--- src/rtl/muldiv_unit_pkg.sv ---
// -----------------------------------------------------------------------------
// muldiv_unit_pkg
// Shared constants for the iterative multiply/divide unit. The controller and
// hazard unit use the same header.
//   md_op_t    : encoding of the 2-bit op port (mult, multu, div, divu)
//   md_state_t : FSM state encoding (IDLE, RUN, FIX)
//   md_mode_t  : datapath mode seen by each iteration step
// -----------------------------------------------------------------------------
package muldiv_unit_pkg;

   typedef enum logic [1:0] {
      MD_MULT  = 2'b00,
      MD_MULTU = 2'b01,
      MD_DIV   = 2'b10,
      MD_DIVU  = 2'b11
   } md_op_t;

   typedef enum logic [1:0] {
      ST_IDLE = 2'b00,
      ST_RUN  = 2'b01,
      ST_FIX  = 2'b10
   } md_state_t;

   typedef enum logic {
      MODE_MUL = 1'b0,
      MODE_DIV = 1'b1
   } md_mode_t;

   function automatic logic op_is_div(input md_op_t op);
      return (op == MD_DIV) || (op == MD_DIVU);
   endfunction

   function automatic logic op_is_signed(input md_op_t op);
      return (op == MD_MULT) || (op == MD_DIV);
   endfunction

endpackage

--- src/rtl/muldiv_step.sv ---
// -----------------------------------------------------------------------------
// muldiv_step
// One combinational radix-2 iteration on the pair {acc, mq}.
//   mode     : MODE_MUL -> shift-add (right shift, mq holds multiplier)
//              MODE_DIV -> restoring shift-subtract (left shift, mq holds
//                          dividend bits, becomes the quotient)
//   operand  : multiplicand (mul) or divisor (div), unsigned magnitude
//   acc_in   : running upper half / partial remainder
//   mq_in    : multiplier / dividend-quotient register
//   acc_out, mq_out : values after this step
// -----------------------------------------------------------------------------
module muldiv_step
   import muldiv_unit_pkg::*;
#(
   parameter int BIT_WIDTH = 32
) (
   input  md_mode_t             mode,
   input  logic [BIT_WIDTH-1:0] operand,
   input  logic [BIT_WIDTH-1:0] acc_in,
   input  logic [BIT_WIDTH-1:0] mq_in,
   output logic [BIT_WIDTH-1:0] acc_out,
   output logic [BIT_WIDTH-1:0] mq_out
);

   logic [BIT_WIDTH:0] sum;
   logic [BIT_WIDTH:0] rem_shift;
   logic [BIT_WIDTH:0] diff;

   // Remainder is always below the divisor, so the shifted remainder fits in
   // BIT_WIDTH+1 bits and diff[BIT_WIDTH] is a clean borrow flag.
   assign sum       = {1'b0, acc_in} + {1'b0, operand};
   assign rem_shift = {acc_in, mq_in[BIT_WIDTH-1]};
   assign diff      = rem_shift - {1'b0, operand};

   // NOTE: every output gets a default first so no path can infer a latch.
   always_comb begin
      acc_out = acc_in;
      mq_out  = mq_in;
      if (mode == MODE_DIV) begin
         acc_out = diff[BIT_WIDTH] ? rem_shift[BIT_WIDTH-1:0] : diff[BIT_WIDTH-1:0];
         mq_out  = {mq_in[BIT_WIDTH-2:0], ~diff[BIT_WIDTH]};
      end else if (mq_in[0]) begin
         acc_out = sum[BIT_WIDTH:1];
         mq_out  = {sum[0], mq_in[BIT_WIDTH-1:1]};
      end else begin
         acc_out = {1'b0, acc_in[BIT_WIDTH-1:1]};
         mq_out  = {acc_in[0], mq_in[BIT_WIDTH-1:1]};
      end
   end

endmodule

--- src/rtl/muldiv_unit.sv ---
// -----------------------------------------------------------------------------
// muldiv_unit
// Iterative MIPS multiply/divide unit with architectural HI/LO registers.
// Signed operations run on magnitudes; signs are reapplied in the FIX state.
// Ports:
//   clk, rst          : clock (rising edge), async active-high reset
//   start, op         : launch mult/multu/div/divu, sampled only in IDLE
//   srcA, srcB        : rs / rt operands, captured at start
//   hiWrite, loWrite  : mthi / mtlo, honoured only in IDLE without start
//   wrData            : mthi / mtlo data
//   hi, lo            : HI / LO registers
//   busy              : operation in flight (stall IF/ID and mfhi/mflo)
//   done              : one-cycle completion pulse
//   divByZero         : divide by zero flag, valid with done
// Latency: BIT_WIDTH/BITS_PER_CYCLE + 1 cycles from the start edge to done.
// BIT_WIDTH must be even and a multiple of BITS_PER_CYCLE.
// -----------------------------------------------------------------------------
module muldiv_unit
   import muldiv_unit_pkg::*;
#(
   parameter int BIT_WIDTH      = 32,
   parameter int BITS_PER_CYCLE = 1
) (
   input  logic                 clk,
   input  logic                 rst,
   input  logic                 start,
   input  logic [1:0]           op,
   input  logic [BIT_WIDTH-1:0] srcA,
   input  logic [BIT_WIDTH-1:0] srcB,
   input  logic                 hiWrite,
   input  logic                 loWrite,
   input  logic [BIT_WIDTH-1:0] wrData,
   output logic [BIT_WIDTH-1:0] hi,
   output logic [BIT_WIDTH-1:0] lo,
   output logic                 busy,
   output logic                 done,
   output logic                 divByZero
);

   localparam int              N        = BIT_WIDTH / BITS_PER_CYCLE;
   localparam int              CNT_W    = (N > 1) ? $clog2(N) : 1;
   localparam logic [CNT_W-1:0] CNT_LAST = CNT_W'(N - 1);

   md_state_t            state, next_state;
   md_mode_t             mode_q;
   logic [BIT_WIDTH-1:0] operand_q;
   logic [BIT_WIDTH-1:0] acc_q;
   logic [BIT_WIDTH-1:0] mq_q;
   logic                 neg_main_q;   // negate product / quotient
   logic                 neg_rem_q;    // negate remainder (dividend sign)
   logic                 div0_q;
   logic [CNT_W-1:0]     cnt_q;

   // ---------------------------------------------------------------- start decode
   md_op_t               op_in;
   logic                 op_div;
   logic                 a_neg, b_neg;
   logic [BIT_WIDTH-1:0] a_mag, b_mag;

   assign op_in  = md_op_t'(op);
   assign op_div = op_is_div(op_in);
   assign a_neg  = op_is_signed(op_in) & srcA[BIT_WIDTH-1];
   assign b_neg  = op_is_signed(op_in) & srcB[BIT_WIDTH-1];
   // The most-negative value negates to itself, which is its correct
   // unsigned magnitude.
   assign a_mag  = a_neg ? -srcA : srcA;
   assign b_mag  = b_neg ? -srcB : srcB;

   // ---------------------------------------------------------------- step chain
   logic [BIT_WIDTH-1:0] acc_next, mq_next;

   for (genvar g = 0; g < BITS_PER_CYCLE; g++) begin : g_stage
      logic [BIT_WIDTH-1:0] acc_i, mq_i, acc_o, mq_o;
      if (g == 0) begin : g_first
         assign acc_i = acc_q;
         assign mq_i  = mq_q;
      end else begin : g_chain
         assign acc_i = g_stage[g-1].acc_o;
         assign mq_i  = g_stage[g-1].mq_o;
      end
      muldiv_step #(.BIT_WIDTH(BIT_WIDTH)) u_step (
         .mode    (mode_q),
         .operand (operand_q),
         .acc_in  (acc_i),
         .mq_in   (mq_i),
         .acc_out (acc_o),
         .mq_out  (mq_o)
      );
   end

   assign acc_next = g_stage[BITS_PER_CYCLE-1].acc_o;
   assign mq_next  = g_stage[BITS_PER_CYCLE-1].mq_o;

   // ---------------------------------------------------------------- sign fix-up
   logic [2*BIT_WIDTH-1:0] prod, prod_fix;
   logic [BIT_WIDTH-1:0]   quot_fix, rem_fix, hi_res, lo_res;

   assign prod     = {acc_q, mq_q};
   assign prod_fix = neg_main_q ? -prod : prod;
   // Divide by zero: quotient forced to all ones; the remainder path already
   // yields |dividend| and restoring the dividend sign returns raw srcA.
   assign quot_fix = div0_q ? '1 : (neg_main_q ? -mq_q : mq_q);
   assign rem_fix  = neg_rem_q ? -acc_q : acc_q;
   assign hi_res   = (mode_q == MODE_DIV) ? rem_fix  : prod_fix[2*BIT_WIDTH-1:BIT_WIDTH];
   assign lo_res   = (mode_q == MODE_DIV) ? quot_fix : prod_fix[BIT_WIDTH-1:0];

   // ---------------------------------------------------------------- FSM
   // NOTE: sequential state uses non-blocking assignments so every flop
   // samples pre-edge values regardless of block ordering.
   always_ff @(posedge clk or posedge rst) begin
      if (rst) state <= ST_IDLE;
      else     state <= next_state;
   end

   always_comb begin
      next_state = state;
      case (state)
         ST_IDLE: if (start) next_state = ST_RUN;
         ST_RUN:  if (cnt_q == CNT_LAST) next_state = ST_FIX;
         ST_FIX:  next_state = ST_IDLE;
         default: next_state = ST_IDLE;
      endcase
   end

   always_comb begin
      busy = (state != ST_IDLE);
   end

   // ---------------------------------------------------------------- datapath
   // NOTE: the whole datapath is reset, not just control, because an abort
   // mid-RUN must leave HI/LO, flags and counter cleared immediately.
   always_ff @(posedge clk or posedge rst) begin
      if (rst) begin
         mode_q     <= MODE_MUL;
         operand_q  <= '0;
         acc_q      <= '0;
         mq_q       <= '0;
         neg_main_q <= 1'b0;
         neg_rem_q  <= 1'b0;
         div0_q     <= 1'b0;
         cnt_q      <= '0;
         hi         <= '0;
         lo         <= '0;
         done       <= 1'b0;
         divByZero  <= 1'b0;
      end else begin
         done      <= (state == ST_FIX);
         divByZero <= (state == ST_FIX) && div0_q;
         case (state)
            ST_IDLE: begin
               if (start) begin
                  mode_q     <= op_div ? MODE_DIV : MODE_MUL;
                  operand_q  <= op_div ? b_mag : a_mag;
                  mq_q       <= op_div ? a_mag : b_mag;
                  acc_q      <= '0;
                  neg_main_q <= a_neg ^ b_neg;
                  neg_rem_q  <= a_neg;
                  div0_q     <= op_div && (srcB == '0);
                  cnt_q      <= '0;
               end else begin
                  // start wins over a simultaneous mthi/mtlo
                  if (hiWrite) hi <= wrData;
                  if (loWrite) lo <= wrData;
               end
            end
            ST_RUN: begin
               acc_q <= acc_next;
               mq_q  <= mq_next;
               cnt_q <= cnt_q + CNT_W'(1);
            end
            ST_FIX: begin
               hi <= hi_res;
               lo <= lo_res;
            end
            default: ;
         endcase
      end
   end

endmodule

--- config.mk ---
export PLATFORM = sky130hd
export DESIGN_NAME = muldiv_unit
export DESIGN_NICKNAME = d
export VERILOG_FILES = /design/src/rtl/muldiv_unit_pkg.sv /design/src/rtl/muldiv_step.sv /design/src/rtl/muldiv_unit.sv
export SDC_FILE = /design/constraint.sdc
export NUM_CORES = 1
export LEC_CHECK = 0
export ABC_CLOCK_PERIOD_IN_PS = 5400
export CORE_MARGIN = 2
export CORE_UTILIZATION = 25
export CTS_CLUSTER_DIAMETER = 100
export DETAILED_ROUTE_END_ITERATION = 10
export GPL_ROUTABILITY_DRIVEN = 0
export SYNTH_ARGS = -nofsm -noshare
export SYNTH_HDL_FRONTEND = slang
export SYNTH_SLANG_ARGS = --single-unit
--- constraint.sdc ---
create_clock -name clk -period 5.4 [get_ports clk]
set_input_delay 1.08 -clock clk [delete_from_list [all_inputs] [get_ports clk]]
set_output_delay 1.08 -clock clk [all_outputs]
set_load 0.02 [all_outputs]
==> results.txt, run 1 <==
worst min path class = reg -> reg
syn nets = 2034
Resize count post-CTS = 0
Fin. Hold Viols = 0
Crit. End Element = register
pin count of the biggest net entering global routing = 174
ant diodes = 0
Power Dens Cells = 719.1 nW/um^2
placed cells = 2697
fin area = 17750 sq um
Mapped Area = 14820 sq um
Main synth FF type = dfrtp_1
Layout Cells excl Fill = 2728
Longest Clk Path Bufs = 2
Yosys top cell by area = dfrtp_1
DPL Wire Length = 40610 microns
Sink Count = 173
EDFF count, synth = 0
Placement Setup Slack = 1182 ps
H-tree depth = 4
period utilisation layout = 74.07%
CP Class = reg -> reg
Seq/Total Area, Yosys = 29.22%
CP required = 5780 ps
first-pass GRT wire length = 80650 microns
setup bufs post-CTS = 0
setup ws final = 1400 ps
Syn Inst Count = 1859
FFs w/ async S/R, synth = 100.0%
Core ar. = 58800 sq um
die width = 247.4 microns
max_cap viols = 0
most common cell after layout, fill and taps aside = o21ai_0
1st-iter DRT viols = 1403
Area Growth Syn to Fin = 19.77%
RSZ-0062 raised after global routing = false
register bit count reported by yosys = 173
DR vias = 14762
crit path max fanout = 16
layout cells sized above 1 = 3.734%
Initial Util = 25.20%
Max rail drop VDD = 0.4415 mV
YS warnings = 0
minimum clock period = 4000 ps
final setup skew = 14.08 ps
Total GRT Usage = 16.97%
total wire length = 52940 microns
num ports = 170
Netlist cell types = 71
nets@finish = 2118
Die Span Y = 247.4 microns
die area = 61230 sq um
Post-DRT Antenna Nets = 0
CP Data Arrival Time = 4380 ps
initial antenna violation count = 0
commonest non-fill, non-tap cells in the layout = 211 x o21ai_0, 206 x nand2_1, 172 x dfrtp_1
hold slack final = 481.3 ps
Tot Pwr = 12.76 mW
first-pass detailed-route iteration total = 5
vias in the first global route = 13728
fin util = 30.18%
Setup TNS = 0 ps
wire per inst = 19.40 microns
critical path startpoint category = register
Syn Area/Cell = 7.970 sq um
Fmax = 0.2500 GHz
share of the synthesized area in the top cell type = 29.22%
worst-margin pin slew = 1304 ps
Cell Area, Placed = 17190 sq um
CTS root buffer = clkbuf_16
Leak = 6.960 nW
status = completed
cts bufs inserted = 17
final setup violation count = 0
Synth area leaders = dfrtp_1 29%, o21ai_0 7.1%, mux2i_1 6.4%, xnor2_1 6.1%, ha_1 5.9%
port buffer count = 169
CTS tree = done
Post-CTS Hold Buffers = 0
Cell Rows = 89
# DRC = 0
GRT overflow = 0
number of vias per cell = 5.411
Final Max Tran Viols = 0
clock-pin slew on the worst setup and hold paths = 70 ps
relative slew slack = 13.05%
Clk Latency, worst-skew pair = 470 ps
-- state kept, by name, indices dropped and copies added (netlist names) --
register      count
hi               32
div0_q            1
lo               32
cnt_q             5
acc_q            32
divByZero         1
done              1
state             2
g_stage.mq_i     32
operand_q        32
neg_main_q        1
neg_rem_q         1
mode_q            1
-- metal layers --
metal	wire, microns	up-vias	global-route usage, %
met5	0	-	0
met1	23830	7157	23.75
met4	1316	0	5.336
met2	23200	618	25.87
li1	-	6921	-
met3	4597	66	3.720
-- worst paths after layout --
| path | start | to | slack (ps) | cells after the start |
|---|---|---|---|---|
| max in group asynchronous | rst | mode_q | 3170 | 3 |
| min in group asynchronous | rst | hi[0] | 1110 | 3 |
| min | lo[7] | lo[7] | 480 | 2 |
| max | g_stage[0].mq_i[0] | hi[18] | 1400 | 11 |
| max reg2reg | g_stage[0].mq_i[0] | hi[18] | 1400 | 11 |
| min reg2reg | lo[7] | lo[7] | 480 | 2 |
-- cells by family (layout without fill, tap and decap cells) --
logic type | after synthesis | count (layout) | synth area share, %
buf+inv | 189 | 285 | 4.889
simple gates | 528 | 528 | 16.69
mux | 95 | 95 | 6.426
fa+ha+maj | 72 | 72 | 6.181
compound gates | 632 | 632 | 26.54
xor+xnor | 170 | 170 | 10.05
flops | 173 | 173 | 29.22
-- synth_stat cells, types with 29 or more instances --
master / count
clkbuf_1: 98
nand2_1: 207
ha_1: 70
xnor2_1: 103
mux2i_1: 94
a211oi_1: 63
inv_1: 66
a21o_1: 29
dfrtp_1: 173
xor2_1: 67
o21ai_0: 211
nor3_1: 40
a21oi_1: 142
nor2_1: 125
-- worst max-delay path: stages, from the launching register on --
cell and delay (ps):
dfrtp_1 380, inv_1 590, ha_1 280, nand2b_1 120, nor4_1 440, nand3_1 420, nor4_1 560, nand2b_1 400
o21ai_0 190, xor2_1 320, nand2_1 90, o21ai_0 120
-- power by group --
part	internal, mW	switching [mW]	leakage, nW	total, mW
logic	3.59	4.87	4.63	8.46
registers	1.94	1.12	2.07	3.06
clock network	0.642	0.594	0.263	1.24
-- area by class of cell --
cell class / count / area [sq um]
Multi-Input combinational cell: 1497 / 9802
Inverter: 68 / 259.0
Timing Repair Buffer: 186 / 1829
Tap cell: 773 / 967.2
Clock inverter: 13 / 128.9
Sequential cell: 173 / 4330
Fill cell: 6177 / 41050
Clock buffer: 18 / 429.2
Power figures use the tool's default switching activity.
==> run 2, diff against run 1 <==
--- a/config.mk
+++ b/config.mk
@@ -5,7 +5,7 @@
 export SDC_FILE = /design/constraint.sdc
 export NUM_CORES = 1
 export LEC_CHECK = 0
-export ABC_CLOCK_PERIOD_IN_PS = 5400
+export ABC_CLOCK_PERIOD_IN_PS = 3500
 export CORE_MARGIN = 2
 export CORE_UTILIZATION = 25
 export CTS_CLUSTER_DIAMETER = 100
==> constraint.sdc (replaced) <==
create_clock -name clk -period 3.5 [get_ports clk]
set_input_delay 0.7 -clock clk [delete_from_list [all_inputs] [get_ports clk]]
set_output_delay 0.7 -clock clk [all_outputs]
set_load 0.02 [all_outputs]
==> run 2 against run 1 <==
Net effect: sequential cell count did not move; core utilization rose by 1.7 points; via count rose by 3.6%; critical path type unchanged; first-iteration DRC count rose by 9.8%; combinational power rose by 78%; setup slack got worse by 1300 ps; critical endpoint is now hi[19]; final area rose by 5.7%; count of clock-buffer cells in the layout rose by 1; clock power rose by 54%; final cell count rose by 4.7%.
==> results.txt, run 2 (synthesis gave the netlist of run 1 again) <==
setup bufs post-CTS = 0 (unchanged)
most common cell after layout, fill and taps aside = o21ai_0
clock power share = 9.1% (-0.6 points)
nets@finish = 2244 (+5.9%)
CTS root buffer = clkbuf_16
worst min path class = reg -> reg
worst r2r dst = hi[19]
1st-iter DRT viols = 1541 (+9.8%)
layout cells sized above 1 = 9.654% (+5.9 points)
clock-pin slew on the worst setup and hold paths = 70 ps (about the same)
minimum clock period = 3376 ps (-623.3 ps)
CP Launch Point = g_stage[0].mq_i[21]
Die Span Y = 247.4 microns (unchanged)
commonest non-fill, non-tap cells in the layout = 210 x o21ai_0, 206 x nand2_1, 172 x dfrtp_1
CP Class = reg -> reg
R2R cell count = 9 (-2)
wire per inst = 19.63 microns (+1.2%)
ant diodes = 0 (unchanged)
GRT overflow = 0 (unchanged)
Filler cells = 6191 (+0.23%)
total wire length = 56050 microns (+5.9%)
Resize count post-CTS = 0 (unchanged)
DR vias = 15295 (+3.6%)
Sw Ratio = 50.53% (-1.1 points)
crit path max fanout = 8 (-8)
Initial Util = 25.20% (unchanged)
Clk Latency, worst-skew pair = 470 ps (about the same)
Leak = 7.600 nW (+9.2%)
die area = 61230 sq um (unchanged)
R2R Setup Slk = 120 ps (-1280 ps)
num ports = 170 (unchanged)
cell internal pwr = 10.39 mW (+68%)
Sink Count = 173 (unchanged)
final setup skew = 19.19 ps (+5.108 ps)
Register Area = 4330 sq um (unchanged)
status = completed
pin count of the biggest net entering global routing = 66 (-62%)
cts bufs inserted = 17 (unchanged)
Fmax = 0.2962 GHz (+18%)
Fin. Hold Viols = 0 (unchanged)
relative slew slack = 34.30% (+21 points)
Core ar. = 58800 sq um (unchanged)
# DRC = 0 (unchanged)
initial antenna violation count = 1 (+1)
Area Growth Syn to Fin = 26.58%
Post-CTS Hold Buffers = 0 (unchanged)
FF-to-FF Start = g_stage[0].mq_i[21]
DPL Wire Length = 44510 microns (+9.6%)
multi-input logic area = 9813 sq um (+0.11%)
Post-DRT Antenna Nets = 0 (unchanged)
Total GRT Usage = 17.90% (+0.92 points)
max_cap viols = 0 (unchanged)
Cell Rows = 89 (unchanged)
Seq pwr share = 19.2% (-4.8 points)
vias in the first global route = 14363 (+4.6%)
first-pass GRT wire length = 84280 microns (+4.5%)
Setup crit end = hi[19]
Max rail drop VDD = 0.5008 mV (+13%)
combinational share of power = 71.7% (+5.4 points)
worst-margin pin slew = 978.0 ps (-326.2 ps)
first-pass detailed-route iteration total = 6 (+1)
CP Data Arrival Time = 3770 ps (-610 ps)
RSZ-0062 raised after global routing = true
die width = 247.4 microns (unchanged)
port buffer count = 169 (unchanged)
H-tree depth = 4 (unchanged)
CTS tree = done
NetSw = 10.62 mW (+61%)
critical path startpoint category = register
Longest Clk Path Bufs = 2 (unchanged)
number of vias per cell = 5.357 (-1.0%)
period utilisation layout = 96.46% (+22 points)
CP required = 3890 ps (-1890 ps)
final setup violation count = 0 (unchanged)
Crit. End Element = register
Power Dens Cells = 1120 nW/um^2 (+56%)
fin util = 31.90% (+1.7 points)
Layout Cells excl Fill = 2855 (+4.7%)
placed cells = 2823 (+4.7%)
Final Max Tran Viols = 0 (unchanged)
run 2: per-stage QoR:
stage	total power [mW]	TNS [ps]	worst slack (ps)	hold WS (ps)	instance area (sq um)
after floorplan	13.51	0	234.9	449.4	14820
after global placement	18.46	-407.8	-93.73	465.3	18180
after detailed placement	18.72	-578.1	-103.0	471.4	18180
after CTS	20.70	0	90.43	487.4	18740
after global routing	22.54	-32.99	-32.99	506.3	18760
final	21.01	0	123.7	480.6	18760
run 2: layer usage:
metal / share of wire [%] / vias up / wire, microns / track usage (%)
met3: 8.8 / 68 / 4944 / 3.849
met5: 0 / - / 0 / 0
met4: 2.6 / 0 / 1451 / 5.741
met1: 45 / 7346 / 25440 / 25.25
li1: - / 7190 / - / -
met2: 43 / 691 / 24210 / 27.01
run 2: worst min-delay path by stage:
stage | cells after the start | to | startpoint | slack [ps]
finish | 2 | lo[30] | lo[30] | 480
floorplan | 1 | cnt_q[3] | cnt_q[3] | 450
detailed placement | 2 | lo[30] | lo[30] | 470
global route | 2 | lo[21] | lo[21] | 510
CTS | 1 | cnt_q[3] | cnt_q[3] | 490
global placement | 1 | cnt_q[3] | cnt_q[3] | 470
run 2: power groups by stage:
| stage | Combinational (mW) | Sequential, mW | Clock, mW |
|---|---|---|---|
| global route | 16.4 | 4.12 | 2.03 |
| floorplan | 9.30 | 4.21 | 0 |
| CTS | 14.8 | 4.00 | 1.93 |
| finish | 15.1 | 4.03 | 1.91 |
| global placement | 14.5 | 4.00 | 0 |
| detailed placement | 14.7 | 4.03 | 0 |
run 2: final cells by class:
cell class              instances  area share [%]
clock inverters                13          0.6805
well taps                     773           5.157
repair buffers                312           15.06
inverters                      68           1.381
flip-flops and latches        173           23.09
clock buffers                  19           2.308
multi-input cells            1497           52.32
run 2: worst max-delay path: stages, from the launching register on:
cell,delay [ps]
dfrtp_1,400
nor3_1,800
nand4b_1,370
or4_4,620
nand2_2,190
nand2_2,160
o41ai_1,340
xnor2_1,240
nand2_1,90
o21ai_1,90
